--- src/rtl/branch_redirect_controller.sv ---
// branch_redirect_controller
// Branch-history table (2-bit saturating counters) for fetch prediction,
// trained by resolved branches from execute. A mispredict starts a held
// redirect/flush handshake toward fetch, decode and execute.
// Optional build macro: BRANCH_PERF_EN adds saturating branch and mispredict
// counters; without it both counter outputs are tied to zero.
//
// state    | meaning
// ---------+-------------------------------------------------------------
// IDLE     | normal flow, control outputs low, branches train and detect
// REDIRECT | redirect/flush/kill asserted, held until FetchReady_I is high
module branch_redirect_controller #(
  parameter int XLEN       = 32,
  parameter int INDEX_BITS = 6
) (
  input  logic            clk,
  input  logic            reset,
  input  logic [XLEN-1:0] PC_I,
  output logic            PredictTaken_I,
  input  logic            FetchReady_I,
  input  logic            BranchValid_C,
  input  logic            BranchTaken_C,
  input  logic            PredictedTaken_C,
  input  logic [XLEN-1:0] BranchPC_C,
  input  logic [XLEN-1:0] BranchTarget_C,
  input  logic            Stall_C,
  output logic            Redirect_I,
  output logic [XLEN-1:0] RedirectPC_I,
  output logic            FlushF_I,
  output logic            FlushD_I,
  output logic            KillE_C,
  output logic [31:0]     BranchCount_C,
  output logic [31:0]     MispredictCount_C
);

  localparam int ENTRIES = 1 << INDEX_BITS;

  typedef enum logic {
    IDLE     = 1'b0,
    REDIRECT = 1'b1
  } state_t;

  state_t                  state_q;
  state_t                  state_d;
  logic [1:0]              bht [ENTRIES];
  logic [INDEX_BITS-1:0]   fetch_idx;
  logic [INDEX_BITS-1:0]   branch_idx;
  logic                    train;
  logic                    mispredict;
  logic [XLEN-1:0]         correct_pc;
  logic                    unused_pc_bits;

  assign fetch_idx      = PC_I[INDEX_BITS+1:2];
  assign branch_idx     = BranchPC_C[INDEX_BITS+1:2];
  assign unused_pc_bits = ^{PC_I[XLEN-1:INDEX_BITS+2], PC_I[1:0]};

  // Read is asynchronous, so a same-cycle write to this index is seen next cycle.
  assign PredictTaken_I = bht[fetch_idx][1];

  // KillE_C is exactly "state is REDIRECT"; testing state directly keeps the
  // kill qualifier out of a loop through the output decode.
  assign train      = BranchValid_C & ~Stall_C & (state_q == IDLE);
  assign mispredict = train & (BranchTaken_C != PredictedTaken_C);
  assign correct_pc = BranchTaken_C ? BranchTarget_C : BranchPC_C + XLEN'(4);

  // BHT counters: saturating increment on taken, decrement on not taken.
  always_ff @(posedge clk or negedge reset) begin
    if (!reset) begin
      for (int i = 0; i < ENTRIES; i++) bht[i] <= 2'b01;
    end else if (train) begin
      if (BranchTaken_C && bht[branch_idx] != 2'b11)
        bht[branch_idx] <= bht[branch_idx] + 2'b01;
      else if (!BranchTaken_C && bht[branch_idx] != 2'b00)
        bht[branch_idx] <= bht[branch_idx] - 2'b01;
    end
  end

  // State register and redirect address capture on mispredict.
  always_ff @(posedge clk or negedge reset) begin
    if (!reset) begin
      state_q      <= IDLE;
      RedirectPC_I <= '0;
    end else begin
      state_q <= state_d;
      if (mispredict) RedirectPC_I <= correct_pc;
    end
  end

  // Next-state and control-output decode.
  always_comb begin
    state_d    = state_q;
    Redirect_I = 1'b0;
    FlushF_I   = 1'b0;
    FlushD_I   = 1'b0;
    KillE_C    = 1'b0;
    case (state_q)
      IDLE: begin
        if (mispredict) state_d = REDIRECT;
      end
      REDIRECT: begin
        Redirect_I = 1'b1;
        FlushF_I   = 1'b1;
        FlushD_I   = 1'b1;
        KillE_C    = 1'b1;
        if (FetchReady_I) state_d = IDLE;
      end
      default: state_d = IDLE;
    endcase
  end

`ifdef BRANCH_PERF_EN
  logic [31:0] branch_count_q;
  logic [31:0] mispredict_count_q;

  // Saturating performance counters.
  always_ff @(posedge clk or negedge reset) begin
    if (!reset) begin
      branch_count_q     <= '0;
      mispredict_count_q <= '0;
    end else begin
      if (train && branch_count_q != 32'hFFFF_FFFF)
        branch_count_q <= branch_count_q + 32'd1;
      if (mispredict && mispredict_count_q != 32'hFFFF_FFFF)
        mispredict_count_q <= mispredict_count_q + 32'd1;
    end
  end

  assign BranchCount_C     = branch_count_q;
  assign MispredictCount_C = mispredict_count_q;
`else
  assign BranchCount_C     = '0;
  assign MispredictCount_C = '0;
`endif

endmodule

--- config.mk ---
export PLATFORM = sky130hd
export DESIGN_NAME = branch_redirect_controller
export DESIGN_NICKNAME = d
export VERILOG_FILES = /design/src/rtl/branch_redirect_controller.sv
export SDC_FILE = /design/constraint.sdc
export NUM_CORES = 1
export LEC_CHECK = 0
export CAP_MARGIN = 10
export CORE_UTILIZATION = 28
export DETAILED_ROUTE_END_ITERATION = 8
export PLACE_DENSITY_LB_ADDON = 0.3
export SLEW_MARGIN = 25
export SYNTH_ARGS = -nofsm -noshare
export SYNTH_HDL_FRONTEND = slang
export SYNTH_SLANG_ARGS = --single-unit
--- constraint.sdc ---
create_clock -name clk -period 7.4 [get_ports clk]
set_input_delay 0.74 -clock clk [delete_from_list [all_inputs] [get_ports clk]]
set_output_delay 0.74 -clock clk [all_outputs]
set_load 0.01 [all_outputs]
Word level (Yosys, flattened, before mapping) --
Index checks and enable logic that the tools add are counted. W data, S select, Z words.
Word-level totals: word-level logic and storage cells 105, input port bits 103, flip-flop bits (word level) 161
Cells by class: mux-type cells 17, $add $sub $neg 3, bitwise operators 7, equal/unequal tests 2, reductions and logical operators 7, order comparisons 3
Operators by type and width (number):
- $bwmux W128 | 2
- $mux W128 | 2
- $add A32 B3 Y32 const B | 1
- $mux W32 | 1
- $bmux W2 S6 | 2
- $ge A7 B7 Y1 const B | 2
- $not A6 Y7 | 2
- $demux W2 S6 | 1
- $mux W2 | 5
- $lt A7 B1 Y1 const B | 1
- $reduce_bool A2 Y1 | 2
- $and A1 B1 Y1 | 3
- $logic_and A1 B1 Y1 | 3
- $mux W1 | 3
- $add A2 B1 Y2 const B | 1
- $ne A2 B2 Y1 const B | 1
- $not A1 Y1 | 2
- $pmux W1 S2 | 1
- $reduce_and A2 Y1 | 1
- $sub A2 B1 Y2 const B | 1
- $logic_not A1 Y1 | 1
- $ne A1 B1 Y1 | 1

Longest topological paths before layout --
Gate-level depths: netlist of run 1.
word-level depth 8, mapped depth 16, gate-level depth less buffers 11

Worst setup path before layout of run 1 --
No wires, ideal clock.
path kind in2reg, start point input BranchPC_C[3], end point register bht[95] in the netlist's numbering, arrival time 4.320 ns, cell stages on the path 13, path buffers 2, library setup time 0.125 ns, required time 7.275 ns, slack 2.955 ns, path through buf_6 mux2_4 a221o_1 a221o_1 a221o_1 or4b_1 ha_1 nor2b_1 o21ai_1 or4_1 clkbuf_1 nor4b_2 mux2_2
Between the ends: word-level cells in the longest chain between the ends 8
Ends and longest elaborated chain:
- from (decl) | line 24 | input logic [XLEN-1:0] BranchPC_C,
- $not A6 Y7 (not written as such) *
- $bmux W2 S6 (tied with other cells)
- $mux W2 (not written as such) or $logic_and A1 B1 Y1 (tied branches)
- $mux W2 (on tied branches)
- $sub A2 B1 Y2 (tied with other cells) | line 74 | bht[branch_idx] <= bht[branch_idx] - 2'b01;
- $bwmux W128 (tied with other cells) | line 74
- $mux W128 or $reduce_bool A2 Y1 (tied branches)
- $mux W128 or $reduce_and A2 Y1 (tied branches)
- to (signal, indexed assignment) | line 72 | bht[branch_idx] <= bht[branch_idx] + 2'b01;
- to (signal, indexed assignment) | line 74
- to (decl) | line 45 | logic [1:0] bht [ENTRIES];
Every way passes the cells marked *; elsewhere a longest branch is shown, timed or not. The select of a mux whose other input is x is not followed. A chain may end at the register's enable or synchronous reset.

Worst setup path after layout of run 1 --
start point input BranchPC_C[4], end point register bht[95] in the netlist's numbering
The elaborated chain is that of the path after synthesis.

==> results of run 1 <==
## per-stage QoR
step	setup WS (ns)	instance area [um^2]	power [mW]	hold WS, ns	util [%]
3_5_place_dp	1.194	10980	1.572	0.4657	32.68
4_1_cts	1.653	11620	2.553	0.4465	34.57
3_3_place_gp	1.361	10970	1.563	0.4625	32.64
5_1_grt	1.430	11620	2.636	0.4720	34.57
6_report	1.686	11620	2.524	0.4165	34.58
2_1_floorplan	2.955	9839	1.338	0.4444	-
## path summary, 6_finish.rpt
path / start / to / depth (start not counted)
max: BranchPC_C[4] / bht[95] / 13
min: reset / bht[105] / 1
max reg2reg: bht[7] / bht[95] / 11
min reg2reg: RedirectPC_I[25] / RedirectPC_I[25] / 2
max in group asynchronous: reset / RedirectPC_I[21] / 2
min in group clk: RedirectPC_I[25] / RedirectPC_I[25] / 2
## power by group through the flow
stage | combinational (mW) | sequential [mW] | clock (mW)
global placement | 0.494 | 1.07 | 0
detailed placement | 0.500 | 1.07 | 0
CTS | 0.502 | 1.06 | 0.993
global route | 0.539 | 1.07 | 1.03
finish | 0.496 | 1.06 | 0.972
floorplan | 0.258 | 1.08 | 0
## cells in the final DEF, fill, tap and decap left out, drive strengths merged, types with 5 or more instances in the layout
cell type      Yosys  final
clkinv             0      5
clkdlybuf4s50      0    109
dfstp             64     64
buf               90     28
a21oi             16     16
nor3              16     16
nor4              12     12
mux4              29     29
nand2b            11     11
nand2            115    115
inv                6      8
conb               1     64
nor3b              6      6
nand3             24     24
dfrtp             97     97
o21ai             25     25
mux2i             31     31
o221ai             6      6
o31ai              8      8
xor2               6      6
nor2              29     29
clkbuf            32     20
a221o              7      7
nand4             10     10
mux2             134    134
xnor2             13     13
a221oi             5      5
and3               6      6
nor2b             11     11
a22oi              9      9
## critical path, delay by kind of cell
family / cells / cell delay [ns]
AND/OR/NAND/NOR: 5 / 2.12
buffers and inverters: 2 / 1.33
adder cells (fa/ha/maj): 1 / 0.19
AO/OA/AOI/OAI: 3 / 0.90
multiplexers: 2 / 0.74
## logic make-up after synthesis
group | after synthesis | share of synthesized area, %
AO/OA/AOI/OAI | 108 | 7.935
adder cells (fa/ha/maj) | 3 | 0.3909
other | 1 | 0.03905
multiplexers | 194 | 25.79
buffers and inverters | 128 | 7.987
AND/OR/NAND/NOR | 263 | 13.34
flip-flops | 161 | 42.79
XOR/XNOR | 19 | 1.733
## area by class of cell
class / count / area [um^2]
fill: 3403 / 21990
multi-input combinational: 651 / 4995
sequential: 161 / 4109
timing repair buffer: 137 / 1297
tap: 448 / 560.5
clock buffer: 20 / 456.7
clock inverter: 12 / 180.2
inverter: 6 / 22.52
antenna: 1 / 2.502
## routing by layer
metal | vias to the layer above | wire [um]
li1 | 3274 | -
met1 | 3646 | 12830
met2 | 303 | 13400
met3 | 24 | 1935
met4 | 2 | 331
met5 | - | 13
==> metrics.txt, run 1 <==
run status=completed; Hold Buf Count CTS=0; internal cell power=1.828 mW; via count of the first global-routing pass=7209; leakage component of the power=4.830 nW; number of enable-type register cells in the synthesized netlist=0; relative slew slack=29.06%; clock-pin slew on the worst setup and hold paths=0.07 ns; maximum number of buffers from clock root to sink=2; largest driver fanout on the critical path=20; largest stage delay on the critical path=0.96 ns; total number of nets in the final design=1080; IO Count=204; share of the yosys chip area belonging to registers=42.79%; slack of the worst reg-to-reg path=2.66 ns; number of I/O port buffers=113; Post-Synthesis Cell Area=9603 um^2; placement row count=67; ordered list of cells on the worst path=clkdlybuf4s50_1, buf_4, mux4_2, a22oi_1, nor2_1, a221o_1, or4b_1, ha_1, nor2b_1, o21ai_1, or4_1, nor4b_2, mux2_2; critical path start-end classification=input pin to register; switching power share of the total=27.58%; CTS sink count=161; power density over the cells=217.2 nW/um^2; largest net degree at the start of global routing=98; area inside the core boundary=33620 um^2; met2 usage=26.71%; part of the power in the clock network=38.5%; Remaining Overflow, GRT=0; category of the worst setup path capture point=register; fraction of synthesis flops using an asynchronous set or reset pin=100.0%; biggest area consumer among synthesized cells=dfrtp_1; gp weighted congestion=0.8296; arrival time at the worst endpoint=6.04 ns; Placed Cells incl. Taps=1403; synth cell count leaders=mux2_2 (133), nand2_1 (115), dfrtp_1 (97), buf_4 (68), dfstp_2 (64); count of placed standard cells in the final layout, fillers left out=1436; Fmax=175.0 MHz; switching power=696.1 uW; setup-violating endpoint count in the final report=0; met1 demand-to-capacity share in global routing=22.75%; maximum vdd ir drop=0.0001615 V; count of unique library cells instantiated by Yosys=62; post-route DRC violation count=0; DR vias/cell=5.048; number of warnings printed during yosys synthesis=0; most frequently used cell type in the post-synthesis netlist=mux2_2; sequential share of power=41.9%; total iterations of the first detailed-routing run=5; Initial DRC Count=437; overall global routing resource usage=16.61%; full die area=35040 um^2; Starting Density=28.57%; Post-Route WL=28510 um; Via Count=7249; initial antenna violation count=1; ratio of cells with drive above 1 in the final layout=30.60%; synthesized instance count=877; final sum of negative setup slack=0 ns; critical path launch point type=input pin; Layout area overhead=21.04%; standard cell with the maximum stage delay on the critical path=clkdlybuf4s50_1; grt met3 use=3.583%; count of final hold-check violations=0; insertion delay to the later sink of the worst-skew pair=0.44 ns; setup repair after global routing missed its margin=false; number of cells upsized or downsized after cts=0; logic gate share of total power=19.6%; Required @ worst endpoint=7.72 ns; clock tree from TritonCTS=built; most used flip-flop cell after synthesis=dfrtp_1; transition at the pin with the smallest max-transition slack=1.061 ns; crit share post-route=77.22%; most crowded layer after global routing=met2; Yosys top cell area share=25.28%; maximum capacitance violations=0; wire length of the first global-routing pass=44420 um; shortest clock period the worst path allows after layout=5.714 ns; synthesis-stage register bit count=161; vertical die dimension=187.2 um; cell at the root of the clock tree=clkbuf_16; Post-Route Skew=0.01059 ns; average footprint of a synthesized cell=10.95 um^2; final max-slew violation count=0; Antenna Nets Post-Route=0; biggest area contributors in the synthesized netlist=dfrtp_1 (25%), dfstp_2 (18%), mux2_2 (16%); sum of net half-perimeters after detailed placement=20220 um; TritonCTS Buffers=17; Die X-Extent=187.2 um; classification of the worst-slack hold path=input pin to async pin; H-Tree Level Count=4; routed length per instance=19.85 um; buffers inserted during post-CTS setup optimization=0
Power figures use the tool's default switching activity.
==> inputs of run 2 (changes only) <==
clock period = 5.9 ns   (was 7.4 ns; I/O delays follow)
==> metrics.txt, run 2 (synthesis gave the netlist of run 1 again) <==
critical path start-end classification=input pin to register; power density over the cells=261.7 nW/um^2 (+21%); number of I/O port buffers=113 (unchanged); number of cells upsized or downsized after cts=0 (unchanged); Initial DRC Count=469 (+7.3%); clock tree from TritonCTS=built; insertion delay to the later sink of the worst-skew pair=0.44 ns (about the same); Remaining Overflow, GRT=0 (unchanged); final sum of negative setup slack=0 ns (unchanged); IO Count=204 (unchanged); Die X-Extent=187.2 um (unchanged); initial antenna violation count=0 (-1); ratio of cells with drive above 1 in the final layout=31.64% (+1.0 points); Required @ worst endpoint=6.22 ns (-1.50 ns); highest-count cells in the layout ignoring fill and taps=mux2_2 (133), nand2_1 (114), clkdlybuf4s50_1 (108), dfrtp_1 (97); clock-pin slew on the worst setup and hold paths=0.07 ns (about the same); classification of the worst-slack hold path=input pin to async pin; category of the worst setup path capture point=register; shortest clock period the worst path allows after layout=4.871 ns; Layout area overhead=21.20%; largest driver fanout on the critical path=12 (-40%); area inside the core boundary=33620 um^2 (unchanged); largest net degree at the start of global routing=70 (-29%); gp weighted congestion=0.8414 (+1.4%); Starting Density=28.57% (unchanged); count of final hold-check violations=0 (unchanged); critical path launch point type=input pin; placement row count=67 (unchanged); crit share post-route=82.56%; H-Tree Level Count=4 (unchanged); arrival time at the worst endpoint=5.19 ns (-0.85 ns); maximum capacitance violations=0 (unchanged); post-route DRC violation count=0 (unchanged); relative slew slack=35.69% (+6.6 points); Reg-to-Reg Start=bht[7]; slack of the worst reg-to-reg path=1.61 ns (-1.05 ns); total iterations of the first detailed-routing run=5 (unchanged); Post-Route Skew=0.01044 ns (-0.0001516 ns); reg-to-reg endpoint=bht[95]; leading cell type in the layout, fill and taps excluded=mux2_2; Design Area, Final=11640 um^2 (+0.13%); sum of net half-perimeters after detailed placement=21170 um (+4.7%); transition at the pin with the smallest max-transition slack=0.9616 ns (-0.09912 ns); share of the core filled with cells in the final layout=34.62% (+0.045 points); setup-violating endpoint count in the final report=0 (unchanged); final max-slew violation count=0 (unchanged); routed length per instance=20.03 um (+0.91%); cell area reported after detailed placement=11080 um^2 (+0.83%); CTS sink count=161 (unchanged); total number of nets in the final design=1095 (+1.4%); leakage component of the power=4.871 nW (+0.85%); Antenna Nets Post-Route=0 (unchanged); Hold Buf Count CTS=0 (unchanged); cell at the root of the clock tree=clkbuf_16; DR vias/cell=4.989 (-1.2%); Fmax=205.3 MHz; vertical die dimension=187.2 um (unchanged); total design power=3.046 mW (+21%); number of inserted diodes=0 (-1); via count of the first global-routing pass=7100 (-1.5%); buffers inserted during post-CTS setup optimization=0 (unchanged); logic depth of the worst register-to-register path=11 (unchanged); setup repair after global routing missed its margin=false; full die area=35040 um^2 (unchanged); wire length of the first global-routing pass=44940 um (+1.2%); Post-Route WL=29050 um (+1.9%); maximum vdd ir drop=0.0001992 V (+23%); Via Count=7234 (-0.21%); overall global routing resource usage=16.99% (+0.38 points); run status=completed; TritonCTS Buffers=17 (unchanged); maximum number of buffers from clock root to sink=2 (unchanged)
## run 2: cell count changes in the layout (fill, tap and decap cells not counted), moves of 2 or more
cell       before  now
buf_4          24   39
inv_6           1    8
bufinv_16       4    0
clkbuf_8        2    0
clkinv_2        3    1
inv_8           1    3
nor3_1         14   16
nor3_2          2    0
## run 2: worst max-delay path by stage
stage	slack (ns)	end	start
global placement	0.58	bht[95]	BranchPC_C[4]
floorplan	1.61	bht[95]	BranchPC_C[3]
global route	0.80	bht[95]	BranchPC_C[4]
CTS	1.01	bht[95]	BranchPC_C[4]
finish	1.03	bht[95]	BranchPC_C[4]
detailed placement	0.54	bht[95]	BranchPC_C[4]
## run 2: critical path: stages
cell and delay [ns]:
clkdlybuf4s50_1 0.83, nor2_1 0.16, a221o_1 0.37, a221o_1 0.32
a221o_1 0.38, or4b_1 0.52, ha_1 0.19, nor2b_1 0.22
o21ai_1 0.12, or4_1 0.66, nor4b_2 0.44, mux2_2 0.38
## run 2: stage by stage
stage	worst slack [ns]	std cells	hold slack [ns]
after CTS	1.011	1450	0.04838
after global routing	0.7990	1450	0.06916
after floorplan	1.605	940	0.2944
after detailed placement	0.5435	1418	0.4696
final	1.029	1450	0.05293
after global placement	0.5818	1418	0.4591
## run 2: layout make-up
type | instances | area (um^2)
clock buffers | 17 | 425.4
well taps | 448 | 560.5
multi-input cells | 651 | 4974
fillers | 3387 | 21980
inverters | 6 | 22.52
flip-flops and latches | 161 | 4109
clock inverters | 15 | 142.6
repair buffers | 152 | 1405
## run 2: layer usage
layer | GRT usage (%) | part of all wire (%) | vias up
li1 | - | - | 3295
met1 | 23.50 | 47 | 3628
met2 | 26.89 | 46 | 293
met3 | 3.527 | 6.0 | 18
met4 | 4.382 | 1.1 | 0
met5 | 0 | 0 | -
## run 2: report_power, final
part           switching, mW  internal [mW]  leakage (nW)
registers             0.0727           1.25          1.96
logic                  0.316          0.311          2.63
clock network          0.533          0.562         0.283
total                  0.921           2.13          4.87
==> inputs of run 3 (changes only) <==
clock period = 3.95 ns   (was 5.9 ns; I/O delays follow)
==> metrics.txt, run 3 (synthesis gave the netlist of run 1 again) <==
cell area reported after detailed placement=11660 um^2 (+5.3%); Starting Density=28.57% (unchanged); Via Count=7458 (+3.1%); total number of nets in the final design=1155 (+5.5%); fillers=3384 (-0.089%); Remaining Overflow, GRT=0 (unchanged); clock tree from TritonCTS=built; Hold Buf Count CTS=0 (unchanged); Fmax=259.1 MHz; CTS sink count=161 (unchanged); DR vias/cell=4.939 (-1.0%); reg-to-reg endpoint=bht[79]; sum of net half-perimeters after detailed placement=22200 um (+4.9%); largest net degree at the start of global routing=94 (+34%); post-route DRC violation count=0 (unchanged); maximum vdd ir drop=0.0003117 V (+56%); critical path start-end classification=register to register; Design Area, Final=12250 um^2 (+5.3%); final-layout worst hold slack=0.04972 ns (-0.003210 ns); critical path launch point type=register; leading cell type in the layout, fill and taps excluded=mux2_2; initial antenna violation count=0 (unchanged); placement row count=67 (unchanged); combined area of the multi-input logic cells=5040 um^2 (+1.3%); clock-pin slew on the worst setup and hold paths=0.07 ns (about the same); highest-count cells in the layout ignoring fill and taps=mux2_2 (132), nand2_1 (114), clkdlybuf4s50_1 (108), dfrtp_1 (97), buf_4 (91); Post-Route Skew=0.01661 ns (+0.006171 ns); Die X-Extent=187.2 um (unchanged); transition at the pin with the smallest max-transition slack=0.8599 ns (-0.1018 ns); setup-violating endpoint count in the final report=0 (unchanged); wire length of the first global-routing pass=46510 um (+3.5%); shortest clock period the worst path allows after layout=3.859 ns; classification of the worst-slack hold path=input pin to async pin; Layout area overhead=27.60%; share of the core filled with cells in the final layout=36.45% (+1.8 points); relative slew slack=42.67% (+7.0 points); largest driver fanout on the critical path=5 (-7); count of placed standard cells in the final layout, fillers left out=1510 (+4.1%); Required @ worst endpoint=4.28 ns (-1.94 ns); Post-Route WL=30150 um (+3.8%); Initial DRC Count=486 (+3.6%); setup repair after global routing missed its margin=true; Reg-to-Reg Start=bht[7]; number of I/O port buffers=113 (unchanged); count of final hold-check violations=0 (unchanged); cell at the root of the clock tree=clkbuf_16; leakage component of the power=5.205 nW (+6.9%); arrival time at the worst endpoint=4.19 ns (-1.00 ns); TritonCTS Buffers=17 (unchanged); final max-slew violation count=0 (unchanged); total design power=4.625 mW (+52%); H-Tree Level Count=4 (unchanged); power density over the cells=377.4 nW/um^2 (+44%); FF/Latch Area=4109 um^2 (unchanged); slack of the worst reg-to-reg path=0.09 ns (-1.52 ns); vertical die dimension=187.2 um (unchanged); maximum capacitance violations=0 (unchanged); category of the worst setup path capture point=register; run status=completed; ratio of cells with drive above 1 in the final layout=36.25% (+4.6 points); insertion delay to the later sink of the worst-skew pair=0.44 ns (about the same); area inside the core boundary=33620 um^2 (unchanged); logic depth of the worst register-to-register path=12 (+1); total iterations of the first detailed-routing run=5 (unchanged); buffers inserted during post-CTS setup optimization=0 (unchanged); overall global routing resource usage=17.59% (+0.60 points); routed length per instance=19.97 um (-0.34%); gp weighted congestion=0.8284 (-1.5%); IO Count=204 (unchanged); Placed Cells incl. Taps=1478 (+4.2%); full die area=35040 um^2 (unchanged); number of inserted diodes=0 (unchanged); crit share post-route=97.70%; via count of the first global-routing pass=7585 (+6.8%); maximum number of buffers from clock root to sink=2 (unchanged); Antenna Nets Post-Route=0 (unchanged)
==> run 3: how the worst max path moves through the flow <==
stage                          end     startpoint  slack (ns)
after floorplan            bht[95]  BranchPC_C[3]       -0.05
after global placement     bht[31]  BranchPC_C[4]       -0.45
after detailed placement   bht[31]  BranchPC_C[4]       -0.53
after CTS                 bht[127]  BranchPC_C[4]        0.04
after global routing      bht[127]         bht[7]      -0.002
final                      bht[79]         bht[7]        0.09
==> run 3: power breakdown <==
group / leakage, nW / internal (mW) / switching, mW / total [mW]
Clock: 0.263 / 0.878 / 0.755 / 1.63
Combinational: 2.98 / 0.518 / 0.487 / 1.01
Sequential: 1.96 / 1.87 / 0.115 / 1.99
Total: 5.21 / 3.27 / 1.36 / 4.62
==> run 3: repair_timing <==
item | 4_1_cts | 5_1_grt
setup endpoints to repair | 10 | 40
pin swaps | 0 | 1
gates resized for setup | 1 | 9
==> run 3: area by class of cell <==
type                       instances  area share, %
multi-input combinational        651          41.13
inverter                           6         0.1838
timing repair buffer             212          16.02
sequential                       161          33.53
tap                              448          4.575
clock inverter                    13          1.021
clock buffer                      19          3.533
==> run 3: metal layers <==
metal	vias up	routed length, um	GRT usage, %	part of all wire [%]
li1	3424	-	-	-
met1	3725	13950	23.63	46
met2	277	14230	28.77	47
met3	32	1570	3.546	5.2
met4	0	401	4.540	1.3
met5	-	0	0	0
==> run 3: through the flow <==
stage | worst slack (ns) | TNS, ns
after floorplan | -0.05452 | -0.05452
after global placement | -0.4459 | -22.66
after detailed placement | -0.5336 | -31.47
after CTS | 0.04183 | 0
after global routing | -0.002304 | -0.002304
final | 0.09071 | 0
==> run 3: critical path, cell delays in order (launching register included) <==
cell,delay [ns]
dfrtp_1,0.38
mux2_4,0.28
a221o_1,0.30
a221o_1,0.32
a221o_1,0.37
or4b_1,0.53
ha_2,0.21
nor2b_4,0.14
o21ai_4,0.07
or4_4,0.48
buf_4,0.20
nor2_2,0.13
mux2_2,0.34
